==> src/rtl/axi4_write_dma_if.sv <==
// AXI4 write channels (AW/W/B) plus the AXI-Stream input of the write DMA.
//   master : the DMA side. It drives AW/W, bready and s_axis_tready.
//   slave  : the memory/stream side. It drives the readies, B and the stream.
interface axi4_write_dma_if #(
  parameter int AXI_ADDR_WIDTH  = 64,
  parameter int AXI_DATA_WIDTH  = 128,
  parameter int AXI_ID_WIDTH    = 1,
  parameter int AXIS_DATA_WIDTH = 32
);
  // AW channel
  logic [AXI_ID_WIDTH-1:0]     m_axi_awid;
  logic [AXI_ADDR_WIDTH-1:0]   m_axi_awaddr;
  logic [7:0]                  m_axi_awlen;
  logic [2:0]                  m_axi_awsize;
  logic [1:0]                  m_axi_awburst;
  logic                        m_axi_awlock;
  logic [3:0]                  m_axi_awcache;
  logic [2:0]                  m_axi_awprot;
  logic [3:0]                  m_axi_awqos;
  logic                        m_axi_awvalid;
  logic                        m_axi_awready;
  // W channel
  logic [AXI_DATA_WIDTH-1:0]   m_axi_wdata;
  logic [AXI_DATA_WIDTH/8-1:0] m_axi_wstrb;
  logic                        m_axi_wlast;
  logic                        m_axi_wvalid;
  logic                        m_axi_wready;
  // B channel
  logic [AXI_ID_WIDTH-1:0]     m_axi_bid;
  logic [1:0]                  m_axi_bresp;
  logic                        m_axi_bvalid;
  logic                        m_axi_bready;
  // input stream
  logic [AXIS_DATA_WIDTH-1:0]  s_axis_tdata;
  logic                        s_axis_tvalid;
  logic                        s_axis_tlast;
  logic                        s_axis_tready;

  modport master (
    output m_axi_awid, m_axi_awaddr, m_axi_awlen, m_axi_awsize, m_axi_awburst,
           m_axi_awlock, m_axi_awcache, m_axi_awprot, m_axi_awqos, m_axi_awvalid,
    input  m_axi_awready,
    output m_axi_wdata, m_axi_wstrb, m_axi_wlast, m_axi_wvalid,
    input  m_axi_wready,
    input  m_axi_bid, m_axi_bresp, m_axi_bvalid,
    output m_axi_bready,
    input  s_axis_tdata, s_axis_tvalid, s_axis_tlast,
    output s_axis_tready
  );

  modport slave (
    input  m_axi_awid, m_axi_awaddr, m_axi_awlen, m_axi_awsize, m_axi_awburst,
           m_axi_awlock, m_axi_awcache, m_axi_awprot, m_axi_awqos, m_axi_awvalid,
    output m_axi_awready,
    input  m_axi_wdata, m_axi_wstrb, m_axi_wlast, m_axi_wvalid,
    output m_axi_wready,
    output m_axi_bid, m_axi_bresp, m_axi_bvalid,
    input  m_axi_bready,
    output s_axis_tdata, s_axis_tvalid, s_axis_tlast,
    input  s_axis_tready
  );
endinterface

==> src/rtl/axi4_write_dma.sv <==
// AXI-Stream to AXI4 write DMA.
// It packs narrow stream words into full AXI beats, with word 0 in the LSBs.
// It writes them as INCR bursts that never cross 4 KB, with a single burst
// outstanding at a time.
// Ports:
//   aclk, areset      : clock and asynchronous active-high reset
//   start_addr        : destination byte address, beat aligned
//   transfer_length   : length in bytes
//   start             : level start. done holds until start drops.
//   done, error       : completion and sticky error flag
//   bus (master)      : AW/W/B write channels and s_axis input stream
module axi4_write_dma #(
  parameter int AXI_ADDR_WIDTH  = 64,
  parameter int AXI_DATA_WIDTH  = 128,
  parameter int AXI_ID_WIDTH    = 1,
  parameter int AXIS_DATA_WIDTH = 32,
  parameter int MAX_BURST_LEN   = 256
) (
  input  logic                      aclk,
  input  logic                      areset,
  input  logic [AXI_ADDR_WIDTH-1:0] start_addr,
  input  logic [31:0]               transfer_length,
  input  logic                      start,
  output logic                      done,
  output logic                      error,
  axi4_write_dma_if.master          bus
);
  localparam int BPB    = AXI_DATA_WIDTH / 8;
  localparam int WPB    = AXI_DATA_WIDTH / AXIS_DATA_WIDTH;
  localparam int OFFB   = $clog2(BPB);
  localparam int WOFF   = $clog2(AXIS_DATA_WIDTH / 8);
  localparam int WIDX_W = (WPB > 1) ? $clog2(WPB) : 1;

  typedef enum logic [2:0] {IDLE, CHECK, ISSUE_AW, PACK, SEND_W, WAIT_B, DONE} state_t;

  state_t                    state_q;
  logic [AXI_ADDR_WIDTH-1:0] addr_q;
  logic [31:0]               len_q;
  logic [31:0]               beats_left_q;
  logic [31:0]               words_left_q;
  logic [8:0]                blen_q;
  logic [8:0]                wbeat_q;
  logic [WIDX_W-1:0]         widx_q;
  logic                      done_q, error_q;
  logic                      awvalid_q;
  logic [AXI_ADDR_WIDTH-1:0] awaddr_q;
  logic [7:0]                awlen_q;
  logic [2:0]                awsize_q;
  logic [1:0]                awburst_q;
  logic [3:0]                awcache_q;
  logic                      wvalid_q, wlast_q;
  logic [AXI_DATA_WIDTH-1:0] wdata_q;
  logic [BPB-1:0]            wstrb_q;
  logic                      bready_q, tready_q;

  // This is the length of the next burst. It is capped by the beats that
  // remain, by the burst limit, and by the distance to the next 4 KB page.
  logic [31:0] to4k_d, blen_d;
  always_comb begin
    to4k_d = 32'((13'h1000 - {1'b0, addr_q[11:0]}) >> OFFB);
    blen_d = beats_left_q;
    if (blen_d > 32'(MAX_BURST_LEN)) blen_d = 32'(MAX_BURST_LEN);
    if (blen_d > to4k_d)             blen_d = to4k_d;
  end

  always_ff @(posedge aclk or posedge areset) begin
    if (areset) begin
      state_q      <= IDLE;
      addr_q       <= '0;
      len_q        <= '0;
      beats_left_q <= '0;
      words_left_q <= '0;
      blen_q       <= '0;
      wbeat_q      <= '0;
      widx_q       <= '0;
      done_q       <= 1'b0;
      error_q      <= 1'b0;
      awvalid_q    <= 1'b0;
      awaddr_q     <= '0;
      awlen_q      <= '0;
      awsize_q     <= '0;
      awburst_q    <= '0;
      awcache_q    <= '0;
      wvalid_q     <= 1'b0;
      wlast_q      <= 1'b0;
      wdata_q      <= '0;
      wstrb_q      <= '0;
      bready_q     <= 1'b0;
      tready_q     <= 1'b0;
    end else begin
      case (state_q)
        IDLE: begin
          done_q  <= 1'b0;
          error_q <= 1'b0;
          if (start) begin
            addr_q       <= start_addr;
            len_q        <= transfer_length;
            beats_left_q <= transfer_length >> OFFB;
            words_left_q <= transfer_length >> WOFF;
            state_q      <= CHECK;
          end
        end
        CHECK: begin
          if (len_q == 32'd0 || (len_q & 32'(BPB - 1)) != 32'd0 ||
              (addr_q & AXI_ADDR_WIDTH'(BPB - 1)) != '0) begin
            error_q <= 1'b1;
            done_q  <= 1'b1;
            state_q <= DONE;
          end else begin
            state_q <= ISSUE_AW;
          end
        end
        ISSUE_AW: begin
          // The first cycle loads the payload and raises awvalid. The
          // payload then holds until awready.
          if (!awvalid_q) begin
            awvalid_q <= 1'b1;
            awaddr_q  <= addr_q;
            awlen_q   <= 8'(blen_d - 32'd1);
            awsize_q  <= 3'(OFFB);
            awburst_q <= 2'b01;
            awcache_q <= 4'b0011;
            blen_q    <= 9'(blen_d);
          end else if (bus.m_axi_awready) begin
            awvalid_q <= 1'b0;
            wbeat_q   <= '0;
            widx_q    <= '0;
            tready_q  <= 1'b1;
            state_q   <= PACK;
          end
        end
        PACK: begin
          if (tready_q && bus.s_axis_tvalid) begin
            wdata_q[widx_q*AXIS_DATA_WIDTH +: AXIS_DATA_WIDTH] <= bus.s_axis_tdata;
            words_left_q <= words_left_q - 32'd1;
            // tlast must mark exactly the final word of the transfer. On a
            // mismatch the word is still consumed and the transfer continues.
            if (bus.s_axis_tlast != (words_left_q == 32'd1)) error_q <= 1'b1;
            if (widx_q == WIDX_W'(WPB - 1)) begin
              widx_q   <= '0;
              tready_q <= 1'b0;
              wvalid_q <= 1'b1;
              wstrb_q  <= '1;
              wlast_q  <= (wbeat_q == blen_q - 9'd1);
              state_q  <= SEND_W;
            end else begin
              widx_q <= widx_q + 1'b1;
            end
          end
        end
        SEND_W: begin
          if (bus.m_axi_wready) begin
            wvalid_q <= 1'b0;
            wlast_q  <= 1'b0;
            wbeat_q  <= wbeat_q + 9'd1;
            if (wlast_q) begin
              bready_q <= 1'b1;
              state_q  <= WAIT_B;
            end else begin
              tready_q <= 1'b1;
              state_q  <= PACK;
            end
          end
        end
        WAIT_B: begin
          if (bus.m_axi_bvalid) begin
            bready_q <= 1'b0;
            if (bus.m_axi_bresp != 2'b00) begin
              // A failed burst abandons the rest of the transfer.
              error_q <= 1'b1;
              done_q  <= 1'b1;
              state_q <= DONE;
            end else begin
              addr_q       <= addr_q + (AXI_ADDR_WIDTH'(blen_q) << OFFB);
              beats_left_q <= beats_left_q - 32'(blen_q);
              if (beats_left_q == 32'(blen_q)) begin
                done_q  <= 1'b1;
                state_q <= DONE;
              end else begin
                state_q <= ISSUE_AW;
              end
            end
          end
        end
        DONE: begin
          if (!start) begin
            done_q  <= 1'b0;
            error_q <= 1'b0;
            state_q <= IDLE;
          end
        end
        default: state_q <= IDLE;
      endcase
    end
  end

  // The write response ID carries no information with one burst in flight.
  logic unused_bid;
  assign unused_bid = ^bus.m_axi_bid;

  assign done              = done_q;
  assign error             = error_q;
  assign bus.m_axi_awid    = '0;
  assign bus.m_axi_awaddr  = awaddr_q;
  assign bus.m_axi_awlen   = awlen_q;
  assign bus.m_axi_awsize  = awsize_q;
  assign bus.m_axi_awburst = awburst_q;
  assign bus.m_axi_awlock  = 1'b0;
  assign bus.m_axi_awcache = awcache_q;
  assign bus.m_axi_awprot  = 3'b000;
  assign bus.m_axi_awqos   = 4'b0000;
  assign bus.m_axi_awvalid = awvalid_q;
  assign bus.m_axi_wdata   = wdata_q;
  assign bus.m_axi_wstrb   = wstrb_q;
  assign bus.m_axi_wlast   = wlast_q;
  assign bus.m_axi_wvalid  = wvalid_q;
  assign bus.m_axi_bready  = bready_q;
  assign bus.s_axis_tready = tready_q;
endmodule

==> src/flat_wrapper.sv <==
// flat-port wrapper written by rule: the top's interface ports become plain ports
module axi4_write_dma_flat 
#(
  parameter int AXI_ADDR_WIDTH  = 64,
  parameter int AXI_DATA_WIDTH  = 128,
  parameter int AXI_ID_WIDTH    = 1,
  parameter int AXIS_DATA_WIDTH = 32,
  parameter int MAX_BURST_LEN   = 256
)
  (aclk, areset, start_addr, transfer_length, start, done, error, bus_m_axi_awid, bus_m_axi_awaddr, bus_m_axi_awlen, bus_m_axi_awsize, bus_m_axi_awburst, bus_m_axi_awlock, bus_m_axi_awcache, bus_m_axi_awprot, bus_m_axi_awqos, bus_m_axi_awvalid, bus_m_axi_awready, bus_m_axi_wdata, bus_m_axi_wstrb, bus_m_axi_wlast, bus_m_axi_wvalid, bus_m_axi_wready, bus_m_axi_bid, bus_m_axi_bresp, bus_m_axi_bvalid, bus_m_axi_bready, bus_s_axis_tdata, bus_s_axis_tvalid, bus_s_axis_tlast, bus_s_axis_tready);
  axi4_write_dma_if #(.AXI_ADDR_WIDTH(AXI_ADDR_WIDTH), .AXI_DATA_WIDTH(AXI_DATA_WIDTH), .AXI_ID_WIDTH(AXI_ID_WIDTH), .AXIS_DATA_WIDTH(AXIS_DATA_WIDTH)) bus_i ();
  input  logic aclk;
  input  logic areset;
  input  logic [AXI_ADDR_WIDTH-1:0] start_addr;
  input  logic [31:0] transfer_length;
  input  logic start;
  output logic done;
  output logic error;
  output wire logic [$bits(bus_i.m_axi_awid)-1:0] bus_m_axi_awid;
  output wire logic [$bits(bus_i.m_axi_awaddr)-1:0] bus_m_axi_awaddr;
  output wire logic [$bits(bus_i.m_axi_awlen)-1:0] bus_m_axi_awlen;
  output wire logic [$bits(bus_i.m_axi_awsize)-1:0] bus_m_axi_awsize;
  output wire logic [$bits(bus_i.m_axi_awburst)-1:0] bus_m_axi_awburst;
  output wire logic [$bits(bus_i.m_axi_awlock)-1:0] bus_m_axi_awlock;
  output wire logic [$bits(bus_i.m_axi_awcache)-1:0] bus_m_axi_awcache;
  output wire logic [$bits(bus_i.m_axi_awprot)-1:0] bus_m_axi_awprot;
  output wire logic [$bits(bus_i.m_axi_awqos)-1:0] bus_m_axi_awqos;
  output wire logic [$bits(bus_i.m_axi_awvalid)-1:0] bus_m_axi_awvalid;
  input wire logic [$bits(bus_i.m_axi_awready)-1:0] bus_m_axi_awready;
  output wire logic [$bits(bus_i.m_axi_wdata)-1:0] bus_m_axi_wdata;
  output wire logic [$bits(bus_i.m_axi_wstrb)-1:0] bus_m_axi_wstrb;
  output wire logic [$bits(bus_i.m_axi_wlast)-1:0] bus_m_axi_wlast;
  output wire logic [$bits(bus_i.m_axi_wvalid)-1:0] bus_m_axi_wvalid;
  input wire logic [$bits(bus_i.m_axi_wready)-1:0] bus_m_axi_wready;
  input wire logic [$bits(bus_i.m_axi_bid)-1:0] bus_m_axi_bid;
  input wire logic [$bits(bus_i.m_axi_bresp)-1:0] bus_m_axi_bresp;
  input wire logic [$bits(bus_i.m_axi_bvalid)-1:0] bus_m_axi_bvalid;
  output wire logic [$bits(bus_i.m_axi_bready)-1:0] bus_m_axi_bready;
  input wire logic [$bits(bus_i.s_axis_tdata)-1:0] bus_s_axis_tdata;
  input wire logic [$bits(bus_i.s_axis_tvalid)-1:0] bus_s_axis_tvalid;
  input wire logic [$bits(bus_i.s_axis_tlast)-1:0] bus_s_axis_tlast;
  output wire logic [$bits(bus_i.s_axis_tready)-1:0] bus_s_axis_tready;
  assign bus_m_axi_awid = bus_i.m_axi_awid;
  assign bus_m_axi_awaddr = bus_i.m_axi_awaddr;
  assign bus_m_axi_awlen = bus_i.m_axi_awlen;
  assign bus_m_axi_awsize = bus_i.m_axi_awsize;
  assign bus_m_axi_awburst = bus_i.m_axi_awburst;
  assign bus_m_axi_awlock = bus_i.m_axi_awlock;
  assign bus_m_axi_awcache = bus_i.m_axi_awcache;
  assign bus_m_axi_awprot = bus_i.m_axi_awprot;
  assign bus_m_axi_awqos = bus_i.m_axi_awqos;
  assign bus_m_axi_awvalid = bus_i.m_axi_awvalid;
  assign bus_i.m_axi_awready = bus_m_axi_awready;
  assign bus_m_axi_wdata = bus_i.m_axi_wdata;
  assign bus_m_axi_wstrb = bus_i.m_axi_wstrb;
  assign bus_m_axi_wlast = bus_i.m_axi_wlast;
  assign bus_m_axi_wvalid = bus_i.m_axi_wvalid;
  assign bus_i.m_axi_wready = bus_m_axi_wready;
  assign bus_i.m_axi_bid = bus_m_axi_bid;
  assign bus_i.m_axi_bresp = bus_m_axi_bresp;
  assign bus_i.m_axi_bvalid = bus_m_axi_bvalid;
  assign bus_m_axi_bready = bus_i.m_axi_bready;
  assign bus_i.s_axis_tdata = bus_s_axis_tdata;
  assign bus_i.s_axis_tvalid = bus_s_axis_tvalid;
  assign bus_i.s_axis_tlast = bus_s_axis_tlast;
  assign bus_s_axis_tready = bus_i.s_axis_tready;
  axi4_write_dma #(.AXI_ADDR_WIDTH(AXI_ADDR_WIDTH), .AXI_DATA_WIDTH(AXI_DATA_WIDTH), .AXI_ID_WIDTH(AXI_ID_WIDTH), .AXIS_DATA_WIDTH(AXIS_DATA_WIDTH), .MAX_BURST_LEN(MAX_BURST_LEN)) u_core (.aclk(aclk), .areset(areset), .start_addr(start_addr), .transfer_length(transfer_length), .start(start), .done(done), .error(error), .bus(bus_i));
endmodule
==> config.mk <==
export PLATFORM = sky130hd
export DESIGN_NAME = axi4_write_dma_flat
export DESIGN_NICKNAME = d
export VERILOG_FILES = /design/src/rtl/axi4_write_dma_if.sv /design/src/rtl/axi4_write_dma.sv /design/src/flat_wrapper.sv
export SDC_FILE = /design/constraint.sdc
export NUM_CORES = 1
export LEC_CHECK = 0
export BUFFER_PORTS_ARGS = -buffer_cell sky130_fd_sc_hd__buf_2
export CAP_MARGIN = 30
export CORE_ASPECT_RATIO = 0.7
export CORE_MARGIN = 4
export CORE_UTILIZATION = 52
export CTS_BUF_LIST = sky130_fd_sc_hd__clkbuf_4
export CTS_CLUSTER_DIAMETER = 40
export DETAILED_ROUTE_END_ITERATION = 6
export PLACE_DENSITY = 0.79
export SLEW_MARGIN = 5
export SYNTH_ARGS = -nofsm -noshare
export SYNTH_HDL_FRONTEND = slang
export SYNTH_SLANG_ARGS = --single-unit
==> constraint.sdc <==
create_clock -name aclk -period 12.55 [get_ports aclk]
set_clock_uncertainty 0.15 [all_clocks]
set_input_delay 1.255 -clock aclk [delete_from_list [all_inputs] [get_ports aclk]]
set_output_delay 1.255 -clock aclk [all_outputs]
set_load 0.005 [all_outputs]
==> reports/results.ini <==
[worst_setup_path]
arrival_ps=5550
reg2regPathDepth=16
start_kind=flip-flop
cp_data_required_time_ps=13030
end_kind=flip-flop
crit_type=flip-flop to flip-flop
crit_fanout=12

[routing]
drtIter0Drc=2078
drtPass1Iterations=6
wirelength_um=62700
vias=19153
wire_per_inst_um=19.2
via_per_inst=5.86
ant_nets=0
drc=0

[die]
die_area_um2=41700
ios=380
dieWidth_um=242
num_rows=59
start_util=0.532
die_h_um=172
coreArea_um2=37600

[grt]
grt_usage=0.290
grt_max_degree=122
grt_pass1_wl_um=98400
grt-ovfl-total=0
grt_pass1_vias=18128
grt_antenna_before_repair=6

[job]
cap_violations=0

[pwr]
p_switching_uw=2340
p_seq_frac=0.399
p_int_uw=3100
power.clock.fraction=0.196
power_density_nw_per_um2=233
leakagePower_uw=0.0112
ir_drop_mv=0.107
combPwrFrac=0.404
switching_share=0.430

[layout]
multi_input_area_um2=9360
synthToLayoutAreaGrowth_pct=17.0
fin_nets=2874
drive_gt1_frac=0.214
final-seq-area_um2=9810
layoutNonFillerInstCount=3268
fill_cells=3226
fin_util=0.622

[synth]
synthDistinctLibCells=81
synth_top_cells_by_count=nand2_1, dfrtp_1, o21ai_0
synthMostInstantiatedCell=nand2_1
synth_area_leader_cell=dfrtp_1
yosysWarningCount=0
ys.flop_type=dfrtp_1
yosys.area.top_type_share=0.491
synthArstFlopShare=1.00
syn_area_um2=20000
synth_area_per_cell_um2=8.46
synthTopCellsByArea=dfrtp_1, nand2_1, o21ai_0
synth_edf_count=0
netlist_instances=2362
synth.ff_latch_count=392
ys_seq_area_frac=0.491

[timing]
worst_slack_ps=7480
fin_crit_sh=0.404
maxSlewHeadroom=0.333
slew_viol_final=0
rsz0062_at_grt=false
hold_violations=0
tns_ps=0
min_period_ps=5070
finalSetupViolCount=0
max_freq_ghz=0.197
worstMarginPinSlew_ps=993

[clocking]
htreeDepth=3
cts_tree=done
cts_root_buffer=clkbuf_4
clk_latency_ps=780
clk_pin_slew_ps=70
cts_buffer_depth=3
cts_inserted_buffers=96
cts_resized=0
ctsHoldBuffers=0
clkSinkCount=392
post_cts_buffers=0

[hold_path]
min_path_type=flip-flop to flip-flop
holdPathStages=2

[placement]
port_buffers=364
dp_cells=3082
place_hpwl_um=43400
pre_cts_slack_ps=7530
place_congestion=0.921

[outcome]
outcome=finished, final reports clean

==> state kept, by name (all words and copies together), names as in the netlist <==
name / cells
u_core.error: 1
u_core.len_q: 32
u_core.bus.m_axi_awlen: 8
u_core.bus.m_axi_bready: 1
u_core.bus.m_axi_awaddr: 64
u_core.bus.m_axi_awvalid: 1
u_core.bus.m_axi_wstrb: 1
u_core.addr_q: 64
u_core.widx_q: 2
u_core.bus.m_axi_awsize: 1
u_core.words_left_q: 32
u_core.bus.s_axis_tready: 1
u_core.done: 1
u_core.blen_q: 9
u_core.bus.m_axi_wvalid: 1
u_core.beats_left_q: 32
u_core.wbeat_q: 9
u_core.bus.m_axi_wlast: 1
u_core.state_q: 3
u_core.bus.m_axi_wdata: 128
==> layer usage <==
metal / routed length [um] / global-route usage / vias to the layer above
li1: - / - / 8884
met1: 26800 / 0.410 / 9147
met2: 28500 / 0.448 / 974
met3: 5280 / 0.0600 / 148
met4: 2120 / 0.109 / 0
met5: 0 / 0 / -
==> cells by family (layout without fill, tap and decap cells) <==
| logic type | count (synthesis) | in the layout | synth area share |
|---|---|---|---|
| compound gates | 582 | 582 | 0.174 |
| xor+xnor | 42 | 42 | 0.0184 |
| mux | 12 | 12 | 0.00789 |
| other cells | 1 | 22 | 0.000188 |
| buf+inv | 216 | 613 | 0.0469 |
| fa+ha+maj | 40 | 40 | 0.0258 |
| flops | 392 | 392 | 0.491 |
| simple gates | 1077 | 1077 | 0.235 |
==> power by group through the flow <==
stage	sequential [uW]	clock, uW	combinational, uW
after floorplan	2060	0	1470
after global placement	2150	0	2060
after detailed placement	2180	0	2160
after CTS	2160	1090	2180
after global routing	2240	1160	2450
final	2170	1070	2200
==> layout make-up <==
class | instances | share of cell area
clock buffers | 137 | 0.0440
well taps | 488 | 0.0261
clock inverters | 38 | 0.00782
diodes | 8 | 0.000857
flip-flops and latches | 392 | 0.420
inverters | 43 | 0.00723
repair buffers | 395 | 0.0938
multi-input cells | 1767 | 0.400
==> per-stage QoR <==
| step | power [uW] | hold slack (ps) | instance area (um2) |
|---|---|---|---|
| floorplan | 3540 | 287 | 20000 |
| global placement | 4210 | 305 | 21900 |
| detailed placement | 4340 | 308 | 22100 |
| CTS | 5430 | 323 | 23300 |
| global route | 5850 | 337 | 23400 |
| finish | 5440 | 318 | 23400 |
==> worst paths after layout <==
| path | from | end | slack, ps |
|---|---|---|---|
| worst max-delay path | u_core.addr_q[3] | u_core.bus.m_axi_awlen[6] | 7480 |
| worst min-delay path | u_core.bus.m_axi_awaddr[4] | u_core.bus.m_axi_awaddr[4] | 320 |
| worst max register to register | u_core.addr_q[3] | u_core.bus.m_axi_awlen[6] | 7480 |
| worst min register to register | u_core.bus.m_axi_awaddr[4] | u_core.bus.m_axi_awaddr[4] | 320 |
| max in group asynchronous | areset | u_core.bus.m_axi_wdata[62] | 9780 |
| min in group asynchronous | areset | u_core.bus.m_axi_wdata[34] | 510 |
==> cell usage in the layout (no fill, tap or decap), drive strengths merged, types with 26 or more instances in the layout <==
| cell | instances |
|---|---|
| buf | 395 |
| clkbuf | 137 |
| nand2 | 697 |
| o21ai | 245 |
| dfrtp | 392 |
| clkinv | 33 |
| ha | 38 |
| or3 | 26 |
| a21oi | 139 |
| inv | 45 |
| nor2 | 113 |
| nor3 | 45 |
| nand3 | 53 |
==> critical path: stages (launching register included) <==
cell and delay (ps):
dfrtp_1 390, or4_1 730, nor4_1 540, nor3b_1 370
xor2_1 150, ha_1 320, and3_1 180, nand3_1 110
a21oi_1 130, o22a_1 630, mux2i_1 280, inv_1 120
ha_1 190, inv_1 100, nor4b_4 300, xor2_1 180
o21ai_1 70
(Power assumes the default switching activity.)
